`src/rtl/arc_seq_if.sv`:
```
// Bus bundle for arc_seq: instruction source, pointer command and all
// sequencer outputs. master = instruction/pointer source, slave = arc_seq.
interface arc_seq_if;
    logic [9:0] inst_data;
    logic       inst_valid;
    logic       inst_ready;
    logic [1:0] ptr_op;
    logic [3:0] ptr_val;
    logic [5:0] bit_cnt;
    logic       word_start;
    logic [7:0] addr;
    logic       sync;
    logic       is;
    logic       ws;
    logic [3:0] ptr;
    logic       underrun;

    modport master (
        output inst_data, inst_valid, ptr_op, ptr_val,
        input  inst_ready, bit_cnt, word_start, addr, sync, is, ws, ptr, underrun
    );

    modport slave (
        input  inst_data, inst_valid, ptr_op, ptr_val,
        output inst_ready, bit_cnt, word_start, addr, sync, is, ws, ptr, underrun
    );
endinterface

```
`src/rtl/arc_seq.sv`:
```
// ARC word-timing and instruction-issue sequencer: 56-bit-time word, sync
// window, serial instruction stream and word-select. Option: ARC_SEQ_WS_GATE_EN.
module arc_seq #(
    parameter int WORD_BITS  = 56,
    parameter int SYNC_FIRST = 45
) (
    input  logic     cph2,
    input  logic     rstn,
    arc_seq_if.slave bus
);

    localparam logic [5:0] LAST_BIT  = 6'(WORD_BITS - 1);
    // Latching on the edge out of bit 43 makes inst_ready a registered pulse
    // that sits exactly in the bit-44 cycle, with no input-to-output path.
    localparam logic [5:0] FETCH_BIT = 6'(SYNC_FIRST - 2);
    localparam logic [5:0] SYNC_LO   = 6'(SYNC_FIRST);
    localparam logic [5:0] SYNC_HI   = 6'(SYNC_FIRST + 9);
    localparam logic [3:0] PTR_MAX   = 4'd13;

    localparam logic [1:0] OP_NONE = 2'b00;
    localparam logic [1:0] OP_SET  = 2'b01;
    localparam logic [1:0] OP_INC  = 2'b10;
    localparam logic [1:0] OP_DEC  = 2'b11;

    logic [5:0] bit_cnt_q,  bit_cnt_d;
    logic [7:0] addr_q,     addr_d;
    logic [9:0] issue_q,    issue_d;
    logic       ready_q,    ready_d;
    logic       underrun_q, underrun_d;
    logic [2:0] type_q,     type_d;
    logic       arith_q,    arith_d;
    logic [3:0] ptr_q,      ptr_d;

    logic       wrap_s;
    logic       fetch_s;
    logic [3:0] digit_s;
    logic [3:0] sync_idx_s;
    logic       sync_s;
    logic       is_s;
    logic       ws_raw_s;
    logic       ws_s;

    function automatic logic [3:0] ptr_next(input logic [3:0] cur,
                                            input logic [1:0] op,
                                            input logic [3:0] val);
        logic [3:0] res;
        case (op)
            OP_NONE: res = cur;
            OP_SET:  res = (val > PTR_MAX) ? PTR_MAX : val;
            OP_INC:  res = (cur >= PTR_MAX) ? 4'd0 : cur + 4'd1;
            OP_DEC:  res = (cur == 4'd0) ? PTR_MAX : cur - 4'd1;
            default: res = cur;
        endcase
        return res;
    endfunction

    // Next-state: bit counter, fetch into issue register, word-wrap activation.
    always_comb begin
        wrap_s     = (bit_cnt_q == LAST_BIT);
        fetch_s    = (bit_cnt_q == FETCH_BIT);
        bit_cnt_d  = wrap_s ? 6'd0 : bit_cnt_q + 6'd1;
        addr_d     = addr_q;
        issue_d    = issue_q;
        ready_d    = 1'b0;
        underrun_d = underrun_q;
        type_d     = type_q;
        arith_d    = arith_q;
        ptr_d      = ptr_q;

        if (fetch_s) begin
            if (bus.inst_valid) begin
                issue_d = bus.inst_data;
                ready_d = 1'b1;
            end else begin
                issue_d    = 10'h000;
                underrun_d = 1'b1;
            end
        end else begin
            issue_d = issue_q;
        end

        if (wrap_s) begin
            addr_d  = addr_q + 8'd1;
            type_d  = issue_q[4:2];
            arith_d = (issue_q[1:0] == 2'b10);
            ptr_d   = ptr_next(ptr_q, bus.ptr_op, bus.ptr_val);
        end else begin
            addr_d = addr_q;
        end
    end

    // State register with asynchronous reset.
    always_ff @(posedge cph2 or negedge rstn) begin
        if (!rstn) begin
            bit_cnt_q  <= 6'd0;
            addr_q     <= 8'd0;
            issue_q    <= 10'h000;
            ready_q    <= 1'b0;
            underrun_q <= 1'b0;
            type_q     <= 3'b000;
            arith_q    <= 1'b0;
            ptr_q      <= 4'd0;
        end else begin
            bit_cnt_q  <= bit_cnt_d;
            addr_q     <= addr_d;
            issue_q    <= issue_d;
            ready_q    <= ready_d;
            underrun_q <= underrun_d;
            type_q     <= type_d;
            arith_q    <= arith_d;
            ptr_q      <= ptr_d;
        end
    end

    // Output decode from registered state only.
    always_comb begin
        digit_s    = bit_cnt_q[5:2];
        sync_s     = (bit_cnt_q >= SYNC_LO) && (bit_cnt_q <= SYNC_HI);
        sync_idx_s = 4'(bit_cnt_q - SYNC_LO);
        if (sync_s) begin
            is_s = issue_q[sync_idx_s];
        end else begin
            is_s = 1'b0;
        end

        case (type_q)
            3'b000:  ws_raw_s = (digit_s == ptr_q);
            3'b001:  ws_raw_s = (digit_s >= 4'd3) && (digit_s <= 4'd12);
            3'b010:  ws_raw_s = (digit_s <= 4'd2);
            3'b011:  ws_raw_s = 1'b1;
            3'b100:  ws_raw_s = (digit_s <= ptr_q);
            3'b101:  ws_raw_s = (digit_s >= 4'd3) && (digit_s <= 4'd13);
            3'b110:  ws_raw_s = (digit_s == 4'd2);
            3'b111:  ws_raw_s = (digit_s == 4'd13);
            default: ws_raw_s = 1'b0;
        endcase

`ifdef ARC_SEQ_WS_GATE_EN
        ws_s = ws_raw_s & arith_q;
`else
        ws_s = ws_raw_s;
`endif
    end

    assign bus.bit_cnt    = bit_cnt_q;
    assign bus.word_start = (bit_cnt_q == 6'd0);
    assign bus.addr       = addr_q;
    assign bus.sync       = sync_s;
    assign bus.is         = is_s;
    assign bus.ws         = ws_s;
    assign bus.ptr        = ptr_q;
    assign bus.underrun   = underrun_q;
    assign bus.inst_ready = ready_q;

endmodule

```
`src/flat_wrapper.sv`:
```
// flat-port wrapper written by rule: the top's interface ports become plain ports
module arc_seq_flat 
#(
    parameter int WORD_BITS  = 56,
    parameter int SYNC_FIRST = 45
)
  (cph2, rstn, bus_inst_data, bus_inst_valid, bus_ptr_op, bus_ptr_val, bus_inst_ready, bus_bit_cnt, bus_word_start, bus_addr, bus_sync, bus_is, bus_ws, bus_ptr, bus_underrun);
  arc_seq_if bus_i ();
  input  logic cph2;
  input  logic rstn;
  input wire logic [$bits(bus_i.inst_data)-1:0] bus_inst_data;
  input wire logic [$bits(bus_i.inst_valid)-1:0] bus_inst_valid;
  input wire logic [$bits(bus_i.ptr_op)-1:0] bus_ptr_op;
  input wire logic [$bits(bus_i.ptr_val)-1:0] bus_ptr_val;
  output wire logic [$bits(bus_i.inst_ready)-1:0] bus_inst_ready;
  output wire logic [$bits(bus_i.bit_cnt)-1:0] bus_bit_cnt;
  output wire logic [$bits(bus_i.word_start)-1:0] bus_word_start;
  output wire logic [$bits(bus_i.addr)-1:0] bus_addr;
  output wire logic [$bits(bus_i.sync)-1:0] bus_sync;
  output wire logic [$bits(bus_i.is)-1:0] bus_is;
  output wire logic [$bits(bus_i.ws)-1:0] bus_ws;
  output wire logic [$bits(bus_i.ptr)-1:0] bus_ptr;
  output wire logic [$bits(bus_i.underrun)-1:0] bus_underrun;
  assign bus_i.inst_data = bus_inst_data;
  assign bus_i.inst_valid = bus_inst_valid;
  assign bus_i.ptr_op = bus_ptr_op;
  assign bus_i.ptr_val = bus_ptr_val;
  assign bus_inst_ready = bus_i.inst_ready;
  assign bus_bit_cnt = bus_i.bit_cnt;
  assign bus_word_start = bus_i.word_start;
  assign bus_addr = bus_i.addr;
  assign bus_sync = bus_i.sync;
  assign bus_is = bus_i.is;
  assign bus_ws = bus_i.ws;
  assign bus_ptr = bus_i.ptr;
  assign bus_underrun = bus_i.underrun;
  arc_seq #(.WORD_BITS(WORD_BITS), .SYNC_FIRST(SYNC_FIRST)) u_core (.cph2(cph2), .rstn(rstn), .bus(bus_i));
endmodule
```
`config.mk`:
```
export PLATFORM = sky130hd
export DESIGN_NAME = arc_seq_flat
export DESIGN_NICKNAME = d
export VERILOG_FILES = /design/src/rtl/arc_seq_if.sv /design/src/rtl/arc_seq.sv /design/src/flat_wrapper.sv
export SDC_FILE = /design/constraint.sdc
export NUM_CORES = 1
export LEC_CHECK = 0
export CORE_ASPECT_RATIO = 2
export CORE_MARGIN = 3
export CORE_UTILIZATION = 45
export CTS_CLUSTER_SIZE = 24
export DETAILED_ROUTE_END_ITERATION = 6
export GPL_TIMING_DRIVEN = 0
export PLACE_DENSITY = 0.85
export SLEW_MARGIN = 20
export SYNTH_ARGS = -nofsm -noshare
export SYNTH_HDL_FRONTEND = slang
export SYNTH_SLANG_ARGS = --single-unit
```
`constraint.sdc`:
```
create_clock -name cph2 -period 1.7 [get_ports cph2]
set_input_delay 0.255 -clock cph2 [delete_from_list [all_inputs] [get_ports cph2]]
set_output_delay 0.255 -clock cph2 [all_outputs]
set_load 0.01 [all_outputs]
```
After elaboration in Yosys (flattened, before gate mapping) --
Index checks and enable logic that the tools add are counted.
Word-level totals: bits in registers 33, input port bits 19, output and inout port bits 24, word-level logic and storage cells 60
Operators by class: add/sub/neg operators 5, order comparisons 10, equality and inequality tests 15, muxes and demuxes 12, bitwise gates (word level) 2, reduce and logical (&&, ||, !) cells 9
Operators by type and width (count):
- 3-bit equality test (second input constant) | 4
- 6-bit equality test (second input constant) | 2
- 4-bit two-way mux | 3
- 4-bit one-hot mux with 3 select lines | 1
- 10-bit two-way mux | 1
- 8-bit by 1-bit adder with 8-bit output (second input constant) | 1
- 4-bit <= comparator (second input constant) | 2
- 1-bit one-hot mux with 8 select lines | 1
- 6-bit by 1-bit adder with 6-bit output (second input constant) | 1
- 3-bit by 2-bit equality test with 1-bit output (second input constant) | 2
- 6-bit >= comparator (second input constant) | 1
- 6-bit <= comparator (second input constant) | 1
- 6-bit logical NOT | 1
- 6-bit two-way mux | 1
- 4-bit by 5-bit < comparator with 1-bit output (second input constant) | 1
- 4-bit by 1-bit adder with 4-bit output (second input constant) | 1
- 1-bit binary-select mux with 4-bit select | 1
- 2-bit equality test (second input constant) | 2
- 4-bit by 2-bit equality test with 1-bit output (second input constant) | 1
- 4-bit equality test | 1
- 4-bit equality test (second input constant) | 1
- 4-bit by 2-bit >= comparator with 1-bit output (second input constant) | 1
- 4-bit >= comparator (second input constant) | 1
- 4-bit greater-than comparator (second input constant) | 1
- 13 further kinds | 20

Logic depth before layout (Yosys ltp) --
Gate-level depths: netlist of run 1.
word-level depth 4, depth in mapped cells 8, gate-level depth less buffers 7

Worst setup path before layout of run 1 --
Ideal clock, no wire load.
path type register to output, start register u_core.bit_cnt_q[0], in the netlist u_core.bus.bit_cnt[0], end output bus_is, arrival time 1707 ps, data required time 1445 ps, setup slack -262 ps, stages on the path, launching flop included 7, buffers on the path 1, cells stage by stage dfrtp_1 buf_2 inv_1 ha_1 mux4_2 mux2i_1 a211oi_1
Between the ends: longest elaborated chain between the ends 4, elaborated cells between the ends (all ways) 7, classes of those cells add/sub: 1; order compare: 2; mux: 3; reduce/logical: 1
RTL lines:
- start: declaration | RTL line arc_seq.sv:25 | logic [5:0] bit_cnt_q, bit_cnt_d;
- start signal: assignment | RTL line arc_seq.sv:104 | bit_cnt_q <= bit_cnt_d;
- 4-bit subtractor | RTL line arc_seq.sv:119 | sync_idx_s = 4'(bit_cnt_q - SYNC_LO);
- 1-bit binary-select mux with 4-bit select | RTL line arc_seq.sv:121 | is_s = issue_q[sync_idx_s];
- 1-bit two-way mux (not written as such) | RTL line arc_seq.sv:121
- 1-bit two-way mux * | RTL line arc_seq.sv:120 | if (sync_s) begin
- end: declaration | RTL line flat_wrapper.sv:20 | output wire logic [$bits(bus_i.is)-1:0] bus_is;
Every way passes the cells marked *; elsewhere a longest branch is shown, timed or not. The select of a mux whose other input is x is not followed.

Worst setup path after layout of run 1 --
start register u_core.bit_cnt_q[5], in the netlist u_core.bus.bit_cnt[5], end output bus_ws
Between the ends: longest elaborated chain between the ends 3, elaborated cells between the ends (all ways) 11, classes of those cells order compare: 5; eq/ne: 3; mux: 1; reduce/logical: 2
RTL lines:
- 4-bit by 2-bit >= comparator with 1-bit output, or another cell as far along | RTL line arc_seq.sv:128, arc_seq.sv:132
- 1-bit logical AND (on tied branches) | RTL line arc_seq.sv:132, arc_seq.sv:128
- 1-bit one-hot mux with 8 select lines * | RTL line arc_seq.sv:126 | case (type_q)
- end: declaration | RTL line flat_wrapper.sv:21 | output wire logic [$bits(bus_i.ws)-1:0] bus_ws;
Every way passes the cells marked *; elsewhere a longest branch is shown, timed or not.

==> impl_metrics.py, run 1 <==
metrics = {
    "run_status": {
        "status": "complete, but fails checks",
        "violations": "negative setup slack",
    },
    "detailed_routing": {
        "vias": 2103,
        "drtIter0Drc": 76,
        "drt_wl_total_mm": 6.73,
        "wire_per_inst_um": 19.1,
        "ant_nets": 0,
        "drcViolationCount": 0,
        "dr.pass1.iters": 5,
        "viasPerCell": 5.96,
    },
    "placed_design": {
        "placed_area_um2": 2550,
        "gp_congestion": 0.912,
        "dp_slack_ns": -0.622,
        "portBuffers": 42,
        "dpl.hpwl_mm": 3.56,
    },
    "clocking": {
        "clk_pin_slew_worst_paths_ns": 0.07,
        "numCtsBuffers": 5,
        "clock_path_buffers": 2,
        "cts_tree": "yes",
        "cts-root-buf": "clkbuf_8",
        "cts_max_level": 2,
        "clkSinkCount": 33,
        "insertion_delay_ns": 0.29,
    },
    "power_and_ir_drop": {
        "power_w": 0.00155,
        "p_per_area_nw_per_um2": 493,
        "peakVddDrop_uv": 1190,
        "p_leak_nw": 1.37,
    },
    "global_route": {
        "grt_start_max_net_pins": 31,
        "antenna_found_initial": 0,
        "overflow": 0,
        "grt_pass1_vias": 1994,
        "grt_usage": 0.231,
        "grt_pass1_wl_mm": 8.96,
    },
    "synthesis": {
        "async_reset_ff_frac": 1.00,
        "synth_edf_count": 0,
        "synthMuxAreaShare": 0.0444,
        "synth_top_family_by_area": "compound AO/OA/AOI/OAI gates",
        "synth-compound-area-share": 0.184,
        "synth_xor_area_frac": 0.0482,
        "synthDistinctLibCells": 44,
        "ys_seq_area_frac": 0.413,
        "yosys_warnings": 0,
        "avgSynthCellArea_um2": 9.22,
        "syn_inst": 217,
        "synthAdderAreaFrac": 0.0813,
        "synth-seq-cells": 33,
        "synth_area_um2": 2000,
        "synth-main-ff-cell": "dfrtp_1",
        "syn_nets": 249,
        "synth-simple-area-share": 0.160,
    },
    "worst_setup_path": {
        "slowest_delay_ns": 0.44,
        "crit_slowest_cell": "dfrtp_1",
        "worstPathCellList": "buf_4, a211oi_4, a311o_1, a21oi_1, o21ai_0, nand3_1, buf_2",
        "crit_type": "flop to output port",
        "cp-end-kind": "output port",
        "required_ns": 1.44,
        "worstPathArrival_ns": 2.00,
        "crit_fanout": 4,
        "reg2reg_depth": 8,
        "start_kind": "flop",
    },
    "cells_and_area": {
        "seqCellArea_um2": 836,
        "final_area_um2": 3140,
        "nets": 332,
        "fin_util": 0.745,
        "diodes": 0,
        "n_fill_cell": 266,
        "multiInputGateArea_um2": 1230,
        "syn2layout_area_growth_pct": 56.9,
        "final_layout_size_suffix_gt1_frac": 0.329,
    },
    "sta": {
        "fin_setup_tns_ns": -1.61,
        "max_freq_mhz": 444,
        "hold_viol": 0,
        "fin_crit_sh": 1.32,
        "setup_viol_count_final": 12,
        "fin_crit_ns": 2.25,
        "rsz0062_at_grt": "yes",
        "worst_slack_ns": -0.551,
        "maxSlewViolCount": 0,
        "finalClockSkew_ns": 0.00939,
        "tightest_slew_ns": 0.448,
        "relSlewSlack": 0.702,
    },
    "floorplan": {
        "ios": 43,
        "dieWidth_um": 53.2,
        "die_area_um2": 5330,
        "start_util": 0.475,
        "num_rows": 33,
        "core_area_um2": 4210,
        "die_y_um": 100,
    },
    "job": {
        "drv_cap": 0,
    },
    "min_path": {
        "hp-class": "primary input to async pin",
    },
}
-- path summary, 6_finish.rpt --
| kind | to | slack, ns | start |
|---|---|---|---|
| setup / recovery | bus_ws | -0.55 | u_core.bus.bit_cnt[5] |
| hold / removal | u_core.bus.bit_cnt[2] | 0.31 | rstn |
| setup reg to reg | u_core.bus.addr[3] | -0.10 | u_core.bus.bit_cnt[1] |
| hold reg to reg | u_core.bus.underrun | 0.46 | u_core.bus.underrun |
| max in group asynchronous | u_core.bus.ptr[0] | 0.99 | rstn |
| min in group cph2 | u_core.bus.underrun | 0.46 | u_core.bus.underrun |
-- state kept, by name (all words and copies together), names as in the netlist --
name and count:
u_core.issue_q 10, u_core.bus.addr 8, u_core.bus.bit_cnt 6, u_core.bus.ptr 4, u_core.type_q 3, u_core.bus.inst_ready 1
u_core.bus.underrun 1
-- worst max-delay path, delay by kind of cell, from the launching register on --
family,cells,cell delay [ns]
and+or+nand+nor,1,0.14
AOI/OAI and AO/OA,4,0.76
DFF,1,0.44
buffers and inverters,2,0.36
-- cells by family after synthesis --
| group | Yosys count |
|---|---|
| AND/OR/NAND/NOR | 62 |
| AO/OA/AOI/OAI | 57 |
| buffers and inverters | 35 |
| flip-flops | 33 |
| adder cells (fa/ha/maj) | 13 |
| XOR/XNOR | 11 |
| multiplexers | 6 |
-- final cells by class --
type	instances	area share
Multi-Input combinational cell	149	0.393
Timing Repair Buffer	76	0.235
Tap cell	52	0.0207
Clock buffer	8	0.0287
Buffer	11	0.0235
Inverter	24	0.0327
Sequential cell	33	0.266
-- Yosys cell counts (all sizes together), types with 2 or more instances --
library cell | instances | area, µm²
nand4 | 5 | 31.3
a41o | 2 | 20.0
xor2 | 7 | 61.3
o22ai | 3 | 18.8
ha | 13 | 163
nand2 | 19 | 71.3
a311o | 2 | 20.0
nor2 | 8 | 30.0
nand2b | 3 | 18.8
inv | 24 | 90.1
dfrtp | 33 | 826
o21ai | 25 | 125
a211oi | 4 | 30.0
nor3 | 4 | 31.3
mux4 | 2 | 45.0
clkbuf | 6 | 22.5
a31oi | 3 | 18.8
o311ai | 2 | 17.5
buf | 5 | 25.0
o211ai | 3 | 22.5
xnor2 | 4 | 35.0
nand3 | 15 | 75.1
a21oi | 4 | 20.0
mux2 | 3 | 33.8
-- layout by cell type (no fill, tap or decap), drive strengths merged, types with 4 or more instances in the layout --
master / count
buf: 41
clkdlybuf4s50: 35
dfrtp: 33
o21ai: 25
inv: 24
nand2: 19
clkbuf: 16
nand3: 15
ha: 13
nor2: 8
xor2: 7
nand4: 5
xnor2: 4
a21oi: 4
nor3: 4
a211oi: 4
-- routing by layer --
metal  global-route usage  vias up  routed length, µm
met5                    0        -                  0
met4                0.146        0                404
met3               0.0371       33                350
met2                0.428      105               3800
met1                0.221     1029               2180
li1                     -      936                  -
-- timing repair --
action	4_1_cts	5_1_grt
resized for setup	54	25
pin swaps	10	10
cloned	0	2
hold buffers	1	0
setup buffers	23	10
hold endpoints to repair	14	0
setup endpoints to repair	29	28
-- where the power goes --
part / switching [W] / internal, W
Sequential: 0.00000779 / 0.000798
Combinational: 0.0000559 / 0.0000653
Clock: 0.000292 / 0.000330
-- per-stage QoR --
stage / instances / hold slack (ns)
after floorplan: 217 / -0.0406
after global placement: 311 / 0.451
after detailed placement: 312 / 0.0840
after CTS: 344 / 0.311
after global routing: 353 / 0.340
final: 353 / 0.313
Note: power is estimated with default switching activity, not from simulation.
==> run 2, diff against run 1 <==
--- a/config.mk
+++ b/config.mk
@@ -11,8 +11,8 @@
 export CTS_CLUSTER_SIZE = 24
 export DETAILED_ROUTE_END_ITERATION = 6
 export GPL_TIMING_DRIVEN = 0
-export PLACE_DENSITY = 0.85
-export SLEW_MARGIN = 20
+export PLACE_DENSITY = 0.75
+export SLEW_MARGIN = 5
 export SYNTH_ARGS = -nofsm -noshare
 export SYNTH_HDL_FRONTEND = slang
 export SYNTH_SLANG_ARGS = --single-unit
==> run 2 against run 1 <==
Against the previous run:
- the flow still finishes with violations (negative setup slack)
- via count is 5.1% lower
- combinational power is 7% lower
- setup slack better by 0.15 ns
- utilization is 2.2 points lower
- hold slack worse by 0.27 ns
- critical path type unchanged
==> impl_metrics.py, run 2 (synthesis results as in run 1) <==
metrics = {
    "cells_and_area": {
        "syn2layout_area_growth_pct": 52.2,
        "final_layout_size_suffix_gt1_frac": 0.315,
        "nets": 326,
        "diodes": 0,
        "mostFrequentLayoutCells": "clkdlybuf4s50_1 (36), dfrtp_1 (25), buf_4 (22), o21ai_0 (21), inv_1 (18)",
        "largest_reg_flops": 10,
        "largest-register": "u_core.issue_q",
        "final_common_cell": "clkdlybuf4s50_1",
    },
    "placed_design": {
        "portBuffers": 42,
        "gp_congestion": 0.874,
        "dp_slack_ns": -0.647,
        "dpl.hpwl_mm": 3.43,
    },
    "detailed_routing": {
        "drt_wl_total_mm": 5.73,
        "viasPerCell": 5.75,
        "drtIter0Drc": 67,
        "ant_nets": 0,
        "vias": 1996,
        "wire_per_inst_um": 16.5,
        "dr.pass1.iters": 4,
        "drcViolationCount": 0,
    },
    "run_status": {
        "violations": "negative setup slack",
        "status": "complete, but fails checks",
    },
    "power_and_ir_drop": {
        "p_per_area_nw_per_um2": 554,
        "peakVddDrop_uv": 789,
        "p_leak_nw": 1.33,
    },
    "sta": {
        "relSlewSlack": 0.490,
        "setup_viol_count_final": 4,
        "whs_ns": 0.0445,
        "maxSlewViolCount": 0,
        "finalClockSkew_ns": 0.00679,
        "hold_viol": 0,
        "worst_slack_ns": -0.403,
        "max_freq_mhz": 475,
        "rsz0062_at_grt": "yes",
        "fin_crit_ns": 2.10,
        "tightest_slew_ns": 0.765,
        "fin_crit_sh": 1.24,
    },
    "global_route": {
        "grt_pass1_wl_mm": 8.62,
        "grt_pass1_vias": 1911,
        "antenna_found_initial": 0,
        "grt_start_max_net_pins": 34,
        "overflow": 0,
        "grt_usage": 0.218,
    },
    "clocking": {
        "numCtsBuffers": 5,
        "cts_tree": "yes",
        "cts-root-buf": "clkbuf_8",
        "clock_path_buffers": 2,
        "cts_max_level": 2,
        "clkSinkCount": 33,
        "clk_pin_slew_worst_paths_ns": 0.07,
        "postCtsHoldBufs": 0,
        "insertion_delay_ns": 0.28,
    },
    "worst_setup_path": {
        "crit_slowest_cell": "dfrtp_2",
        "rr_startpoint": "u_core.bus.ptr[0]",
        "crit_type": "flop to output port",
        "crit_family": "flip-flops",
        "required_ns": 1.44,
        "cp_num_buf_inv": 1,
        "worstPathArrival_ns": 1.85,
        "cp-end-kind": "output port",
        "start_kind": "flop",
        "worstPathCellList": "ha_4, nor2b_4, o211ai_1, a41o_1, o311ai_2, nand3_1, buf_2",
        "crit_fanout": 6,
        "startpoint": "u_core.bus.bit_cnt[3]",
        "slowest_delay_ns": 0.47,
    },
    "floorplan": {
        "ios": 43,
        "dieWidth_um": 53.2,
        "die_area_um2": 5330,
        "die_y_um": 100,
        "start_util": 0.475,
        "num_rows": 33,
        "core_area_um2": 4210,
    },
    "min_path": {
        "hp-class": "primary input to async pin",
    },
    "job": {
        "drv_cap": 0,
    },
}
[run 2: cell type report]
type	count	area, µm²
plain buffers	11	72.6
clock buffers	7	86.3
clock inverters	1	30.0
fillers	325	1170
inverters	24	101
multi-input cells	149	1220
flip-flops and latches	33	836
well taps	52	65.1
repair buffers	70	638
[run 2: layer usage]
metal / wire, µm / global-route usage
met1: 1950 / 0.227
met2: 3230 / 0.393
met3: 249 / 0.0357
met4: 307 / 0.120
met5: 0 / 0
[run 2: repair_timing]
action                     4_1_cts  5_1_grt
resized for setup               49       24
setup buffers                   22        6
setup endpoints to repair       29       23
pin swaps                       11       12
cloned                           0        0
[run 2: through the flow]
stage / total power, W / instance area (µm²) / setup TNS [ns] / instances / utilization
after floorplan: 0.000857 / 2050 / -0.00294 / 217 / -
after global placement: 0.000930 / 2530 / -14.34 / 311 / 0.601
after detailed placement: 0.000931 / 2530 / -4.12 / 311 / 0.600
after CTS: 0.00170 / 2900 / -0.999 / 341 / 0.688
after global routing: 0.00176 / 3050 / -1.48 / 347 / 0.723
final: 0.00169 / 3050 / -1.14 / 347 / 0.723
[run 2: final timing paths]
check / end / slack [ns] / cells after the start
max reg2reg: u_core.bus.ptr[0] / 0.02 / 9
max in group asynchronous: u_core.bus.bit_cnt[1] / 1.12 / 1
max: bus_ws / -0.40 / 7
min in group cph2: u_core.bus.underrun / 0.46 / 1
min: u_core.issue_q[9] / 0.04 / 1
min reg2reg: u_core.bus.underrun / 0.46 / 1
[run 2: power breakdown]
group / internal [W] / switching [W]
combinational: 0.0000583 / 0.0000537
sequential: 0.000798 / 0.00000797
clock: 0.000478 / 0.000291
[run 2: worst register-to-register path: stages, from the launching register on]
cell and delay (ns):
dfrtp_2 0.40, buf_6 0.10, buf_8 0.11, clkinvlp_4 0.11, ha_4 0.19, nand2b_4 0.09, nand3_4 0.09, o21ai_2 0.14
o311ai_1 0.12, a22o_1 0.22
